`config.mk`:
```
export PLATFORM = sky130hd
export DESIGN_NAME = ascii_glyph_render
export DESIGN_NICKNAME = d
export VERILOG_FILES = /design/src/rtl/ascii_glyph_render.sv
export SDC_FILE = /design/constraint.sdc
export NUM_CORES = 1
export LEC_CHECK = 0
export ABC_AREA = 1
export CAP_MARGIN = 20
export CORE_UTILIZATION = 50
export CTS_CLUSTER_DIAMETER = 40
export DETAILED_ROUTE_END_ITERATION = 16
export PLACE_DENSITY = 0.9
export RECOVER_POWER = 25
export SLEW_MARGIN = 20
export SYNTH_ARGS = -nofsm -noshare
export SYNTH_HDL_FRONTEND = slang
export SYNTH_SLANG_ARGS = --single-unit
```
`constraint.sdc`:
```
create_clock -name clk -period 8.64 [get_ports clk]
set_clock_uncertainty 0.2 [all_clocks]
set_input_delay 1.728 -clock clk [delete_from_list [all_inputs] [get_ports clk]]
set_output_delay 1.728 -clock clk [all_outputs]
set_load 0.005 [all_outputs]
```
`src/rtl/ascii_glyph_render.sv`:
```
// Expands one density/edge code into a TILE_WIDTH x TILE_HEIGHT pixel tile,
// streamed in raster order over a valid/ready pixel interface.
module ascii_glyph_render #(
    parameter int TILE_WIDTH   = 8,
    parameter int TILE_HEIGHT  = 8,
    parameter int ASCII_LEVELS = 8,
    parameter int COLORS       = 3,
    parameter int COLOR_DEPTH  = 8,
    parameter int DATA_WIDTH   = COLORS * COLOR_DEPTH,
    parameter logic [DATA_WIDTH-1:0] FG_COLOR   = 24'hFFFFFF,
    parameter logic [DATA_WIDTH-1:0] BG_COLOR   = 24'h000000,
    parameter logic [DATA_WIDTH-1:0] EDGE_COLOR = 24'hFF0000
) (
    input  logic                            clk,
    input  logic                            rst,
    input  logic                            enable,
    input  logic [$clog2(ASCII_LEVELS)-1:0] ascii,
    input  logic                            edge_exists,
    input  logic                            ascii_valid,
    output logic                            ascii_accept,
    output logic [DATA_WIDTH-1:0]           pix_data,
    output logic [$clog2(TILE_WIDTH)-1:0]   pix_x,
    output logic [$clog2(TILE_HEIGHT)-1:0]  pix_y,
    output logic                            pix_valid,
    input  logic                            pix_ready,
    output logic                            tile_last
);

    localparam int XW = $clog2(TILE_WIDTH);
    localparam int YW = $clog2(TILE_HEIGHT);
    localparam int LW = $clog2(ASCII_LEVELS);
    // Wide enough for idx*(LEVELS-1) and L*W*H without overflow.
    localparam int CW = $clog2(TILE_WIDTH * TILE_HEIGHT * ASCII_LEVELS) + 1;

    localparam logic [XW-1:0] X_LAST = XW'(TILE_WIDTH - 1);
    localparam logic [YW-1:0] Y_LAST = YW'(TILE_HEIGHT - 1);

    typedef enum logic [0:0] {
        S_IDLE   = 1'b0,
        S_RENDER = 1'b1
    } state_t;

    state_t                state_q, state_d;
    logic [XW-1:0]         x_q, x_d;
    logic [YW-1:0]         y_q, y_d;
    logic [LW-1:0]         lvl_q, lvl_d;
    logic                  edge_q, edge_d;
    logic                  pix_valid_q, pix_valid_d;
    logic                  tile_last_q, tile_last_d;
    logic [DATA_WIDTH-1:0] pix_data_q, pix_data_d;

    logic take_code;
    logic pix_fire;

    function automatic logic [DATA_WIDTH-1:0] glyph_color(
        input logic [XW-1:0] gx,
        input logic [YW-1:0] gy,
        input logic [LW-1:0] glvl,
        input logic          gedge
    );
        logic [CW-1:0] idx;
        logic [CW-1:0] lhs;
        logic [CW-1:0] rhs;
        logic          lit;
        idx = CW'(gy) * CW'(TILE_WIDTH) + CW'(gx);
        lhs = idx * CW'(ASCII_LEVELS - 1);
        rhs = CW'(glvl) * CW'(TILE_WIDTH * TILE_HEIGHT);
        if (gedge) begin
            lit = (CW'(gx) == CW'(gy)) || ((CW'(gx) + CW'(gy)) == CW'(TILE_WIDTH - 1));
            glyph_color = lit ? EDGE_COLOR : BG_COLOR;
        end else begin
            lit = (lhs < rhs);
            glyph_color = lit ? FG_COLOR : BG_COLOR;
        end
    endfunction

    assign ascii_accept = enable && ((state_q == S_IDLE) || (tile_last_q && pix_valid_q && pix_ready));
    assign take_code    = ascii_valid && ascii_accept;
    assign pix_fire     = pix_valid_q && pix_ready;

    // FSM state register
    always_ff @(posedge clk or posedge rst) begin
        if (rst) begin
            state_q <= S_IDLE;
        end else begin
            state_q <= state_d;
        end
    end

    // FSM next-state: a code taken on the last handshake chains straight into the next tile
    always_comb begin
        state_d = state_q;
        case (state_q)
            S_IDLE: begin
                if (take_code) begin
                    state_d = S_RENDER;
                end else begin
                    state_d = S_IDLE;
                end
            end
            S_RENDER: begin
                if (pix_fire && tile_last_q && !take_code) begin
                    state_d = S_IDLE;
                end else begin
                    state_d = S_RENDER;
                end
            end
            default: state_d = S_IDLE;
        endcase
    end

    // Position and latched code update
    always_comb begin
        x_d    = x_q;
        y_d    = y_q;
        lvl_d  = lvl_q;
        edge_d = edge_q;
        if (take_code) begin
            x_d    = {XW{1'b0}};
            y_d    = {YW{1'b0}};
            lvl_d  = ascii;
            edge_d = edge_exists;
        end else if (pix_fire) begin
            if (x_q == X_LAST) begin
                x_d = {XW{1'b0}};
                y_d = (y_q == Y_LAST) ? {YW{1'b0}} : (y_q + YW'(1));
            end else begin
                x_d = x_q + XW'(1);
                y_d = y_q;
            end
        end else begin
            x_d = x_q;
            y_d = y_q;
        end
    end

    // FSM outputs, evaluated on next-cycle values so the pixel port is registered
    always_comb begin
        pix_valid_d = (state_d == S_RENDER);
        tile_last_d = 1'b0;
        pix_data_d  = {DATA_WIDTH{1'b0}};
        if (pix_valid_d) begin
            tile_last_d = (x_d == X_LAST) && (y_d == Y_LAST);
            pix_data_d  = glyph_color(x_d, y_d, lvl_d, edge_d);
        end else begin
            tile_last_d = 1'b0;
            pix_data_d  = {DATA_WIDTH{1'b0}};
        end
    end

    // Datapath and output registers
    always_ff @(posedge clk or posedge rst) begin
        if (rst) begin
            x_q         <= {XW{1'b0}};
            y_q         <= {YW{1'b0}};
            lvl_q       <= {LW{1'b0}};
            edge_q      <= 1'b0;
            pix_valid_q <= 1'b0;
            tile_last_q <= 1'b0;
            pix_data_q  <= {DATA_WIDTH{1'b0}};
        end else begin
            x_q         <= x_d;
            y_q         <= y_d;
            lvl_q       <= lvl_d;
            edge_q      <= edge_d;
            pix_valid_q <= pix_valid_d;
            tile_last_q <= tile_last_d;
            pix_data_q  <= pix_data_d;
        end
    end

    assign pix_x     = x_q;
    assign pix_y     = y_q;
    assign pix_valid = pix_valid_q;
    assign tile_last = tile_last_q;
    assign pix_data  = pix_data_q;

endmodule

```
==> flow_metrics.tcl <==
set metrics [dict create \
    status "finished clean" \
    post-route-util_pct 64.65 \
    peakVddDrop_mv 0.2406 \
    p_clk_share_pct 7.3 \
    synth_top_family_by_area "adder cells" \
    dr.first_iter.drc_count 13 \
    clk_pin_slew_ns 0.08 \
    grt_usage_pct 22.62 \
    dp_slack_ns 3.183 \
    yosysSeqAreaShare_pct 26.69 \
    cpPeakStageDelay_ns 0.50 \
    wl_mm 2.860 \
    crit_family "simple AND/OR/NAND/NOR gates" \
    fin_area_sq_um 1602 \
    antenna_found_initial 0 \
    setup_viol 0 \
    area_delta_synth_final_pct 22.02 \
    crit_path_max_fanout 11 \
    p_sw_w 0.0002211 \
    grt_pass1_wl_mm 4.367 \
    postCtsHoldBufs 0 \
    grt_max_degree 17 \
    tritoncts "yes" \
    die_w_microns 53.24 \
    drc 0 \
    port_buffers 41 \
    power.internal_w 0.0002979 \
    cts_buffers 3 \
    grt.met1_usage_pct 21.05 \
    yosys_warnings 0 \
    io_pins 42 \
    core-area_sq_um 2477 \
    r2r_slack_ns 4.70 \
    busiest_layer "met2" \
    cts.sinks 14 \
    drv_slew 0 \
    cap_violations 0 \
    finalHoldViolations 0 \
    worst_hold_slack_ns 0.2965 \
    synth_simple_gate_area_share_pct 18.68 \
    power_frac_seq_pct 21.9 \
    power.leakage_nw 0.9174 \
    place_congestion 0.8387 \
    avgSynthCellArea_sq_um 8.468 \
    rows 18 \
    slowest_stage "fa_1" \
    grt-ovfl-total 0 \
    setup_slack_ns 3.137 \
    antennaDiodeCount 0 \
    comb_power_share_pct 70.9 \
    vias_per_cell 5.248 \
    die_area_sq_um 2834 \
    crit_type "input pin to register" \
    post_cts_buffers 0 \
    post_dp_cell_area_sq_um 1584 \
    h-tree-depth 1 \
    hp-class "register to register" \
    synthMuxAreaShare_pct 0.7626 \
    worst_pin_slew_ns 0.5628 \
    switching_share_pct 42.60 \
    synth_xor_area_share_pct 1.335 \
    fmax_mhz 181.7 \
    synthCells 155 \
    synth_compound_area_share_pct 5.052 \
    die_h_microns 53.24 \
    synth-seq-cells 14 \
    layout_commonest_cell "clkdlybuf4s50_1" \
    hpwlAfterDp_mm 2.348 \
    crit_buf_inv 3 \
    cp_common_cell "nand2_1" \
    n_fill_cell 198 \
    slew_headroom_pct 62.37 \
    drt_first_pass_iters 4 \
    synthAdderAreaFrac_pct 25.36 \
    wl_per_cell_microns 13.88 \
    grt_pass1_vias 1067 \
    clock_path_buffers 2 \
    start_util_pct 52.98 \
    met3_usage_pct 2.874 \
    fin_tns_setup_ns 0 \
    ctsRootBufferMaster "clkbuf_4" \
    power_density_nw_per_um2 324.1 \
    postCtsResizedCells 0 \
    drive_gt1_share_pct 9.091 \
    min_period_over_period_pct 63.69 \
    synth_fp_nets 187 \
    cp_data_required_time_ns 8.62 \
    num_vias 1081 \
    cp-start-kind "input pin" \
    layout.nets 210 \
    critPathCaptureType "register" \
    antenna_left 0 \
    rsz0062_at_grt "no" \
    ys_types 24 \
    clk_latency_ns 0.29 \
    final.min_clock_period_ns 5.503 \
    most-common-layout-cells "clkdlybuf4s50_1, nand2_1, inv_1" \
    cp_cell_sequence "clkdlybuf4s50_1 -> nand2_1 -> nand2_2 -> nand3_1 -> nand2_1 -> inv_1 -> fa_1 -> ha_1 -> nand3_1 -> nand2_1 -> nand2_1 -> nand2_1 -> a21o_1 -> xnor2_1 -> inv_1 -> ha_1 -> nand2_1 -> nand2_1 -> nand2_1 -> nand2_1 -> nand2_1" \
    synth.cell_area_sq_um 1313 \
    crit_arrival_ns 5.48 \
    globalRouteMet2Util_pct 42.50 \
]
layer usage:
layer  routed length [microns]  vias up  part of all wire (%)
met2                      1568       65                    55
li1                          -      494                     -
met3                       185       14                   6.5
met4                       132        0                   4.6
met5                         0        -                     0
met1                       974      508                    34
sequential cells by signal, summed over array words and instances (netlist names):
signal,count
tile_last,1
pix_y,3
pix_x,3
pix_data,2
lvl_q,3
pix_valid,1
edge_q,1
layout make-up:
class                           count  area [sq um]  share of cell area (%)
Multi-Input combinational cell     88         666.9                   41.64
Inverter                           30         113.9                   7.109
Sequential cell                    14         350.3                   21.87
Timing Repair Buffer               41         410.4                   25.62
Clock buffer                        3         22.52                   1.406
Tap cell                           30         37.54                   2.344
power by group through the flow:
stage               clock network (W)  logic (W)  registers, W
finish                      0.0000376   0.000368      0.000113
detailed placement                  0   0.000362      0.000115
global placement                    0   0.000328      0.000112
CTS                         0.0000388   0.000365      0.000114
floorplan                           0   0.000239      0.000113
global route                0.0000399   0.000402      0.000118
kinds of logic after synthesis:
logic type                 count (synthesis)
xor gates and xnor gates                   2
and+or+nand+nor                           53
adders and majority gates                 23
muxes                                      1
DFF                                       14
AOI/OAI and AO/OA                          9
buffers and inverters                     53
stage by stage:
| step | std cells | total power (W) |
|---|---|---|
| 5_1_grt | 206 | 0.0005591 |
| 4_1_cts | 206 | 0.0005178 |
| 3_5_place_dp | 203 | 0.0004772 |
| 3_3_place_gp | 203 | 0.0004399 |
| 6_report | 206 | 0.0005190 |
| 2_1_floorplan | 155 | 0.0003516 |
Yosys cell counts:
cell | n | area share (%)
buf_4 | 22 | 13
or2_1 | 2 | 0.95
nor3_1 | 4 | 1.5
nor2_1 | 3 | 0.86
nand2_1 | 30 | 8.6
a21oi_1 | 2 | 0.76
nand2_2 | 5 | 2.4
o21ai_2 | 2 | 1.3
a41oi_1 | 1 | 0.67
a21o_1 | 4 | 2.3
nand3_1 | 5 | 1.9
ha_1 | 17 | 16
mux2i_1 | 1 | 0.76
xnor2_1 | 2 | 1.3
nand3_2 | 1 | 0.76
nand4_1 | 1 | 0.48
buf_6 | 1 | 0.86
nor3_2 | 1 | 0.76
clkinv_2 | 1 | 0.38
nor2_2 | 1 | 0.48
inv_1 | 26 | 7.4
fa_1 | 6 | 9.2
inv_2 | 3 | 0.86
dfrtp_1 | 14 | 27
worst reg2reg max path, stage by stage, from the launching register on:
cell	delay, ns
dfrtp_1	0.42
nand2_2	0.10
nand3_1	0.40
nand2_1	0.40
inv_1	0.16
fa_1	0.50
ha_1	0.33
nand3_1	0.12
nand2_1	0.09
nand2_1	0.11
nand2_1	0.09
a21o_1	0.19
xnor2_1	0.13
inv_1	0.05
ha_1	0.27
nand2_1	0.06
nand2_1	0.05
nand2_1	0.05
nand2_1	0.07
nand2_1	0.05
path summary, 6_finish.rpt:
kind | end | cells after the start | from
setup / recovery | pix_data[22]$_DFF_PP0_ | 21 | pix_ready
hold reg to reg | lvl_q[0]$_DFF_PP0_ | 2 | lvl_q[0]$_DFF_PP0_
setup reg to reg | pix_data[22]$_DFF_PP0_ | 19 | pix_valid$_DFF_PP0_
min in group asynchronous | tile_last$_DFF_PP0_ | 2 | rst
max in group asynchronous | edge_q$_DFF_PP0_ | 2 | rst
hold / removal | lvl_q[0]$_DFF_PP0_ | 2 | lvl_q[0]$_DFF_PP0_
Power figures use the tool's default switching activity.
